### src/rtl/ps2_pkg.sv
// rtl/ps2_pkg.sv - shared constants and state encoding for the PS/2 key controller
package ps2_pkg;
  localparam logic [7:0] BREAK_CODE_DFLT = 8'hF0;
  localparam logic [7:0] EXT_CODE_DFLT   = 8'hE0;

  typedef enum logic [1:0] {
    IDLE = 2'd0,
    HELD = 2'd1,
    BRK  = 2'd2
  } ps2_state_e;

  // Set-2 scan codes exercised by the bench
  localparam logic [7:0] SC_A     = 8'h1C;
  localparam logic [7:0] SC_B     = 8'h32;
  localparam logic [7:0] SC_0     = 8'h45;
  localparam logic [7:0] SC_1     = 8'h16;
  localparam logic [7:0] SC_2     = 8'h1E;
  localparam logic [7:0] SC_SPACE = 8'h29;
  localparam logic [7:0] SC_EXT_UP = 8'h75;
endpackage

### src/rtl/ps2_key_ctrl_if.sv
// rtl/ps2_key_ctrl_if.sv - FIFO handshake and decoder-facing signals of the key controller
interface ps2_key_ctrl_if;
  logic [7:0] ps2_data;
  logic       ps2_ready;
  logic       ps2_nextdata;
  logic [7:0] key_num;
  logic [7:0] asc_num;
  logic [7:0] key_times;
  logic       disp_en;

  modport master (
    output ps2_data, ps2_ready,
    input  ps2_nextdata, key_num, asc_num, key_times, disp_en
  );

  modport slave (
    input  ps2_data, ps2_ready,
    output ps2_nextdata, key_num, asc_num, key_times, disp_en
  );
endinterface

### src/rtl/ps2_ascii_rom.sv
// rtl/ps2_ascii_rom.sv - set-2 scan code to lowercase ASCII, 00 for unmapped codes
module ps2_ascii_rom
  import ps2_pkg::*;
(
  input  logic [7:0] i_code,
  output logic [7:0] o_ascii
);
  always_comb begin
    o_ascii = 8'h00;
    case (i_code)
      8'h1C: o_ascii = 8'h61; 8'h32: o_ascii = 8'h62; 8'h21: o_ascii = 8'h63;
      8'h23: o_ascii = 8'h64; 8'h24: o_ascii = 8'h65; 8'h2B: o_ascii = 8'h66;
      8'h34: o_ascii = 8'h67; 8'h33: o_ascii = 8'h68; 8'h43: o_ascii = 8'h69;
      8'h3B: o_ascii = 8'h6A; 8'h42: o_ascii = 8'h6B; 8'h4B: o_ascii = 8'h6C;
      8'h3A: o_ascii = 8'h6D; 8'h31: o_ascii = 8'h6E; 8'h44: o_ascii = 8'h6F;
      8'h4D: o_ascii = 8'h70; 8'h15: o_ascii = 8'h71; 8'h2D: o_ascii = 8'h72;
      8'h1B: o_ascii = 8'h73; 8'h2C: o_ascii = 8'h74; 8'h3C: o_ascii = 8'h75;
      8'h2A: o_ascii = 8'h76; 8'h1D: o_ascii = 8'h77; 8'h22: o_ascii = 8'h78;
      8'h35: o_ascii = 8'h79; 8'h1A: o_ascii = 8'h7A;
      8'h45: o_ascii = 8'h30; 8'h16: o_ascii = 8'h31; 8'h1E: o_ascii = 8'h32;
      8'h26: o_ascii = 8'h33; 8'h25: o_ascii = 8'h34; 8'h2E: o_ascii = 8'h35;
      8'h36: o_ascii = 8'h36; 8'h3D: o_ascii = 8'h37; 8'h3E: o_ascii = 8'h38;
      8'h46: o_ascii = 8'h39;
      8'h29: o_ascii = 8'h20;
      default: o_ascii = 8'h00;
    endcase
  end
endmodule

### src/rtl/ps2_key_ctrl.sv
// rtl/ps2_key_ctrl.sv - pops scan codes from the PS/2 FIFO and tracks make/break/extended
// sequences to drive the seven-segment decoder inputs.
module ps2_key_ctrl
  import ps2_pkg::*;
#(
  parameter logic [7:0] BREAK_CODE = BREAK_CODE_DFLT,
  parameter logic [7:0] EXT_CODE   = EXT_CODE_DFLT
) (
  input logic           clk,
  input logic           rst,
  ps2_key_ctrl_if.slave bus
);
  ps2_state_e r_state;
  logic       r_ext;
  logic       r_prior_held;
  logic       r_nextdata;
  logic [7:0] r_key_num;
  logic [7:0] r_asc_num;
  logic [7:0] r_key_times;
  logic       r_disp_en;

  logic       w_accept;
  logic [7:0] w_rom_ascii;
  logic [7:0] w_ascii;

  // The pop strobe itself blocks the next accept, so the FIFO has a cycle to advance
  assign w_accept = bus.ps2_ready & ~r_nextdata;
  assign w_ascii  = r_ext ? 8'h00 : w_rom_ascii;

  ps2_ascii_rom u_rom (
    .i_code  (bus.ps2_data),
    .o_ascii (w_rom_ascii)
  );

  always_ff @(posedge clk) begin
    if (rst) begin
      r_state      <= IDLE;
      r_ext        <= 1'b0;
      r_prior_held <= 1'b0;
      r_nextdata   <= 1'b0;
      r_key_num    <= 8'h00;
      r_asc_num    <= 8'h00;
      r_key_times  <= 8'h00;
      r_disp_en    <= 1'b0;
    end else begin
      r_nextdata <= w_accept;
      if (w_accept) begin
        if (bus.ps2_data == EXT_CODE) begin
          r_ext <= 1'b1;
        end else begin
          if (bus.ps2_data != BREAK_CODE) r_ext <= 1'b0;
          case (r_state)
            IDLE, HELD: begin
              if (bus.ps2_data == BREAK_CODE) begin
                r_prior_held <= (r_state == HELD);
                r_state      <= BRK;
              end else if (r_state == IDLE || bus.ps2_data != r_key_num) begin
                r_key_num   <= bus.ps2_data;
                r_asc_num   <= w_ascii;
                r_key_times <= r_key_times + 8'd1;
                r_disp_en   <= 1'b1;
                r_state     <= HELD;
              end
            end
            BRK: begin
              // Only the release of the currently held key blanks the display
              if (r_prior_held && bus.ps2_data == r_key_num) begin
                r_disp_en <= 1'b0;
                r_state   <= IDLE;
              end else begin
                r_state <= r_prior_held ? HELD : IDLE;
              end
            end
            default: r_state <= IDLE;
          endcase
        end
      end
    end
  end

  assign bus.ps2_nextdata = r_nextdata;
  assign bus.key_num      = r_key_num;
  assign bus.asc_num      = r_asc_num;
  assign bus.key_times    = r_key_times;
  assign bus.disp_en      = r_disp_en;
endmodule

### src/flat_wrapper.sv
// flat-port wrapper written by rule: the top's interface ports become plain ports
module ps2_key_ctrl_flat import ps2_pkg::*;
#(
  parameter logic [7:0] BREAK_CODE = BREAK_CODE_DFLT,
  parameter logic [7:0] EXT_CODE   = EXT_CODE_DFLT
)
  (clk, rst, bus_ps2_data, bus_ps2_ready, bus_ps2_nextdata, bus_key_num, bus_asc_num, bus_key_times, bus_disp_en);
  ps2_key_ctrl_if bus_i ();
  input logic clk;
  input logic rst;
  input wire logic [$bits(bus_i.ps2_data)-1:0] bus_ps2_data;
  input wire logic [$bits(bus_i.ps2_ready)-1:0] bus_ps2_ready;
  output wire logic [$bits(bus_i.ps2_nextdata)-1:0] bus_ps2_nextdata;
  output wire logic [$bits(bus_i.key_num)-1:0] bus_key_num;
  output wire logic [$bits(bus_i.asc_num)-1:0] bus_asc_num;
  output wire logic [$bits(bus_i.key_times)-1:0] bus_key_times;
  output wire logic [$bits(bus_i.disp_en)-1:0] bus_disp_en;
  assign bus_i.ps2_data = bus_ps2_data;
  assign bus_i.ps2_ready = bus_ps2_ready;
  assign bus_ps2_nextdata = bus_i.ps2_nextdata;
  assign bus_key_num = bus_i.key_num;
  assign bus_asc_num = bus_i.asc_num;
  assign bus_key_times = bus_i.key_times;
  assign bus_disp_en = bus_i.disp_en;
  ps2_key_ctrl #(.BREAK_CODE(BREAK_CODE), .EXT_CODE(EXT_CODE)) u_core (.clk(clk), .rst(rst), .bus(bus_i));
endmodule
### config.mk
export PLATFORM = sky130hd
export DESIGN_NAME = ps2_key_ctrl_flat
export DESIGN_NICKNAME = d
export VERILOG_FILES = /design/src/rtl/ps2_pkg.sv /design/src/rtl/ps2_key_ctrl_if.sv /design/src/rtl/ps2_ascii_rom.sv /design/src/rtl/ps2_key_ctrl.sv /design/src/flat_wrapper.sv
export SDC_FILE = /design/constraint.sdc
export NUM_CORES = 1
export LEC_CHECK = 0
export CAP_MARGIN = 20
export CORE_MARGIN = 2
export CORE_UTILIZATION = 45
export CTS_CLUSTER_DIAMETER = 120
export DETAILED_ROUTE_END_ITERATION = 8
export PLACE_DENSITY_LB_ADDON = 0.12
export SLEW_MARGIN = 20
export SYNTH_ARGS = -nofsm -noshare
export SYNTH_HDL_FRONTEND = slang
export SYNTH_HIERARCHICAL = 1
export SYNTH_SLANG_ARGS = --single-unit
### constraint.sdc
create_clock -name clk -period 2.18 [get_ports clk]
set_input_delay 0.327 -clock clk [delete_from_list [all_inputs] [get_ports clk]]
set_output_delay 0.327 -clock clk [all_outputs]
set_load 0.02 [all_outputs]
### Yosys cells after proc, flatten, opt, wreduce, memory -nomap -nowiden

Memories as Yosys holds them, arrays and structs flattened.
Cells that the tools add are included.

| cells by class | value |
|---|---|
| eq/ne operators | 11 |
| reduce and logical (&&, ||, !) cells | 11 |
| add/subtract/negate cells | 1 |
| bitwise logic cells | 4 |
| muxes and demuxes | 13 |

Operator list:

| kind | count |
|---|---|
| $eq 8x8->1 const B | 2 |
| $mux 8 | 2 |
| $add 8x1->8 const B | 1 |
| $eq 8x8->1 | 1 |
| $ne 8x8->1 | 1 |
| $ne 8x8->1 const B | 1 |
| $mux 1 | 6 |
| $mux 2 | 3 |
| $reduce_and 6->1 | 1 |
| $reduce_and 5->1 | 1 |
| $ne 2x1->1 const B | 2 |
| $pmux 2 s2 | 1 |
| $reduce_and 4->1 | 1 |
| $reduce_bool 2->1 | 2 |
| $ne 3x1->1 const B | 1 |
| $not 1->1 | 3 |
| $reduce_and 3->1 | 1 |
| $eq 2x1->1 const B | 1 |
| $eq 2x2->1 const B | 1 |
| $logic_not 2->1 | 1 |
| $ne 2x2->1 const B | 1 |
| $pmux 1 s2 | 1 |
| $reduce_and 2->1 | 1 |
| $reduce_or 2->1 | 1 |
| other kinds (3) | 3 |

| word-level totals | value |
|---|---|
| memories | 1 |
| bits in registers | 30 |
| bits in read-only memories | 896 |

Memory list:

| memory | depth | bits a word | read ports | clocked after Yosys merged registers in | wr ports | line | RTL |
|---|---|---|---|---|---|---|---|
| (no name shown) | 128 | 7 | 1 | 0 | 0 | ps2_ascii_rom.sv:10 | `case (i_code)` |

### Logic depth before layout (Yosys ltp)

| logic depth | value |
|---|---|
| word-level depth | 5 |
| mapped depth | 9 |
| mapped depth without buffers | 9 |

### Hierarchy

Netlist, hierarchy kept.

By module, submodules not included:

| module | cells an instance | sequential area each (µm²) | instances | area an instance (µm²) |
|---|---|---|---|---|
| ps2_key_ctrl | 146 | 600.6 | 1 | 1407.6 |
| ps2_ascii_rom | 122 | 0.0 | 1 | 799.5 |

### Least setup slack after synthesis

Ideal clock, no wire load.

| timing | value |
|---|---|
| path kind | input-to-reg |
| start point | input port bus_ps2_data[0] |
| end point | register u_core.r_asc_num[1], in the netlist u_core/bus.asc_num[1] |
| buffers on the path | 0 |
| data required time | 2.048 ns |
| cell stages on the path | 9 |
| setup time | 0.132 ns |
| slack | 0.419 ns |
| data arrival time | 1.629 ns |
| cell sequence | inv_1 ha_1 nor3b_2 o21ai_1 and3b_1 a2111oi_1 a211oi_1 nand3b_1 a21oi_1 |

| between the ends | value |
|---|---|
| cells in the longest elaborated chain, start to end | 3 |
| elaborated cells between the ends (all ways) | 10 |
| those cells by class | 3 x eq/ne; 2 x mux; 2 x bitwise; 2 x reduce/logical; 1 x memory |

RTL lines:

| item | line | RTL |
|---|---|---|
| from (decl) | flat_wrapper.sv:11 | `input wire logic [$bits(bus_i.ps2_data)-1:0] bus_ps2_data;` |
| $mem_v2 128x7 | n/a |  |
| $mux 8 | ps2_ascii_rom.sv:10 |  |
| via u_core.w_rom_ascii[1] | ps2_key_ctrl.sv:23 | `logic [7:0] w_rom_ascii;` |
| $mux 8 | ps2_key_ctrl.sv:28 | `assign w_ascii = r_ext ? 8'h00 : w_rom_ascii;` |
| to (signal assigned) | ps2_key_ctrl.sv:59 | `r_asc_num <= w_ascii;` |
| to (decl) | ps2_key_ctrl.sv:18 | `logic [7:0] r_asc_num;` |

The timed path passes the listed nets, and every way through them passes these cells.
A chain may end at the register's enable or synchronous reset.

### Worst setup path in the final report

| timing | value |
|---|---|
| start point | input port bus_ps2_data[0] |
| end point | register u_core.r_key_times[5], in the netlist u_core/bus.key_times[5] |

| between the ends | value |
|---|---|
| cells in the longest elaborated chain, start to end | 3 |
| elaborated cells between the ends (all ways) | 7 |
| those cells by class | 3 x eq/ne; 2 x bitwise; 2 x reduce/logical |

RTL lines:

| item | line | RTL |
|---|---|---|
| $ne 8x8->1 (tied with other cells) | ps2_key_ctrl.sv:57 | `end else if (r_state == IDLE \|\| bus.ps2_data != r_key_num) begin` |
| $logic_or 1x1->1 / $not 1->1 (equally long branches) | n/a |  |
| $reduce_and 5->1 (no line) * | n/a |  |
| to (signal assigned) | ps2_key_ctrl.sv:60 | `r_key_times <= r_key_times + 8'd1;` |
| to (decl) | ps2_key_ctrl.sv:19 | `logic [7:0] r_key_times;` |

Mark *: on every way between the ends. The rest lies on a longest branch, timed or not.

==> results by group <==
Layout
  • Nets: 364
  • Area of the multi-input gates: 1500 um^2
  • Most frequent cells in the layout: 48 x buf_4, 35 x clkdlybuf4s50_1, 31 x nor2_1, 30 x dfxtp_1, 23 x a21oi_1
  • Fillers: 405
  • Share of cells above drive strength 1: between 20% and 30%
  • Register Area: 601 um^2
  • Fin util: 64.7%
  • Syn-to-layout area delta: 38.4%
  • Antenna Diode Count: 0
  • Leading cell type in the layout, fill and taps excluded: buf_4

Route
  • Detailed Routing Iterations Pass 1: 4
  • Initial DRC Count: 262
  • Vias/cell: 5.41
  • Routed len/inst: 14.3 um
  • Vias: about 2200
  • ANT nets after route: 0
  • DRC: 0
  • Routed wire length: between 5 and 6 mm

Critical path
  • Worst setup startpoint: bus_ps2_data[0]
  • CP arrival: 2.31 ns
  • FF-to-FF End: u_core/bus.key_times[5]
  • Critical path type: input pin to register
  • R2R cell count: 6
  • R2r setup slk: 0.34 ns
  • Peak fanout along the critical path: 8
  • Startpoint Class: input pin
  • Worst r2r src: u_core/bus.key_num[1]
  • Worst Setup End Kind: register
  • Worst EP required: 2.35 ns
  • Worst Setup EP: u_core/bus.key_times[5]

Global route
  • Largest net degree at the start of global routing: 18
  • Antenna violations before repair: 0
  • Vias in the first global route: about 2100
  • Total global-route track usage: 22.7%
  • Global-route wire length before repair: 9.83 mm
  • GRT Residual Overflow: 0

Yosys
  • Xor and xnor area share after synthesis: 3.57%
  • Syn_nets: 287
  • Synth Cell Area: 2210 um^2
  • Sequential fraction of the synthesis area: 27.2%
  • Ys async rst share: 0%
  • EDFF count, synth: 0
  • Area leader, netlist: dfxtp_1
  • Mux cell area share after synthesis: 7.37%
  • Simple-gate area share of the yosys netlist: 28.6%
  • Post-synthesis adder-cell area fraction: under 10%
  • Compound-Gate Fraction of Synth Area: 22.2%
  • Largest cells by area after synthesis: dfxtp_1 27%, nor2_1 5.3%, a21oi_1 5.2%, mux2i_1 5.0%, ha_1 4.5%
  • Netlist cell types: 62
  • Synthesized area per cell: 8.24 um^2
  • Total of warnings raised by yosys: 6
  • FF+latch count, synth: 30
  • Post-synth top area share: 27.2%
  • Mapped Cells: 268
  • Synth Flop Type: dfxtp_1
  • Largest family of logic cells by synthesized area: simple AND/OR/NAND/NOR gates

Timing
  • Unrepaired setup endpoints after global routing: yes
  • Fmax: approximately 0.47 GHz
  • Tcrit/Tclk final: 98.4%
  • Fin. Hold Viols: 0
  • Max Slew Vio Count: 0
  • Post-layout min period: 2.15 ns
  • Worst slew pin tran: 0.523 ns
  • Post-route clock skew: 0.00516 ns
  • Slew headroom: 65.0%
  • Setup Viol. Count Final: 0

Job
  • Max_cap viols: 0

Floorplanning
  • DIE WIDTH: 74.0 um
  • Initial Utilization: 46.7%
  • Die height: 74.0 um
  • Ports: 37
  • Row Count: 25
  • Die area: 5480 um^2
  • Core box area: ~4700 um^2

Place
  • DP Wirelength: around 4.5 mm
  • Port-buffer cells: 36
  • GPL Wtd Cong: 0.960

Outcome
  • Outcome: finished clean

Power and ir drop
  • Pwr Density: 483 nW/um^2
  • Leak: 1.23 nW
  • Maximum vdd drop: 0.407 mV
  • Tot Pwr: 1.48 mW

Clock network
  • Sink Count: 30
  • Post-CTS setup buffer count: 0
  • CTS root buffer: clkbuf_8
  • Maximum root-to-sink buffer count: 2
  • Hold buffers post-CTS: 0
  • CTS tree: yes
  • Clock latency on the worst-skew pair: 0.28 ns
  • Num CTS Buffers: 5
  • H-tree levels: 2
  • Reg clk slew, reported paths: about 0.060 ns

Worst hold path
  • Worst hold path class: register to register
state kept, by name, indices dropped and copies added, names as in the netlist:
signal                   cells
u_core/bus.asc_num           8
u_core/bus.disp_en           1
u_core/bus.key_num           8
u_core/bus.key_times         8
u_core/bus.ps2_nextdata      1
u_core/r_ext                 1
u_core/r_prior_held          1
u_core/r_state               2
logic make-up after synthesis:
| kind of cell | count (synthesis) |
|---|---|
| other cells | 1 |
| simple gates | 109 |
| buf+inv | 23 |
| fa+ha+maj | 8 |
| xor+xnor | 9 |
| flops | 30 |
| mux | 15 |
| compound gates | 73 |
layout make-up:
cell class,instances,share of cell area [%]
inverters,7,0.860
clock inverters,1,0.164
well taps,67,2.74
clock buffers,7,2.83
repair buffers,86,24.6
multi-input cells,215,49.2
flip-flops and latches,30,19.7
critical path, stage by stage:
cell and delay (ns):
clkdlybuf4s50_1 0.41, buf_4 0.17, or4_4 0.58, o21ai_4 0.20, a311oi_2 0.09, and3_1 0.24
mux2_4 0.29
cell usage after synthesis (all sizes together), types with 3 or more instances:
library cell	instances
nand4	4
a31oi	5
mux2	4
nand2b	14
nand3	9
nor2b	10
and2	3
o211ai	4
nor2	31
nand3b	9
a21oi	23
and3	3
ha	8
a22oi	3
buf	12
xor2	8
nand2	13
mux2i	11
o21ai	17
dfxtp	30
a211oi	5
inv	7
clkbuf	4
layer usage:
layer | share of wire [%] | global-route usage (%) | vias up
met5 | 0 | 0 | -
li1 | - | - | 1117
met1 | 47 | 30.9 | 1013
met4 | 2.0 | 7.27 | 0
met2 | 45 | 36.7 | 94
met3 | 5.8 | 4.07 | 12
how the worst min path moves through the flow:
stage / startpoint / to / slack (ns) / cells after the start
3_3_place_gp: u_core/bus.asc_num[3] / u_core/bus.asc_num[3] / 0.46 / 2
5_1_grt: u_core/bus.asc_num[0] / u_core/bus.asc_num[0] / 0.49 / 2
2_1_floorplan: u_core/r_prior_held / u_core/r_prior_held / 0.46 / 2
6_report: u_core/bus.asc_num[7] / u_core/bus.asc_num[7] / 0.47 / 2
3_5_place_dp: u_core/bus.asc_num[6] / u_core/bus.asc_num[6] / 0.46 / 2
4_1_cts: u_core/bus.asc_num[7] / u_core/bus.asc_num[7] / 0.47 / 2
power by group:
group          internal (mW)  switching [mW]  total (mW)
sequential             0.572          0.0235       0.595
combinational          0.203           0.218       0.421
clock                  0.254           0.205       0.459
total                   1.03           0.447        1.48
through the flow:
stage | std cells | hold WS [ns] | setup TNS, ns | worst slack [ns] | area, um^2
2_1_floorplan | 268 | 0.464 | 0 | 0.419 | 2210
3_5_place_dp | 405 | 0.462 | -7.18 | -0.330 | 2920
6_report | 413 | 0.467 | 0 | 0.0346 | 3060
4_1_cts | 413 | 0.471 | 0 | 0.0385 | 3020
3_3_place_gp | 405 | 0.455 | -5.84 | -0.307 | 2920
5_1_grt | 413 | 0.488 | -0.0707 | -0.0194 | 3060
what timing repair did:
item,CTS,global route
endpoints found under the hold margin,0,0
gates resized for setup,2,8
cloned,0,0
setup endpoints to repair,11,6
pin swaps,0,1
(Power assumes the default switching activity.)
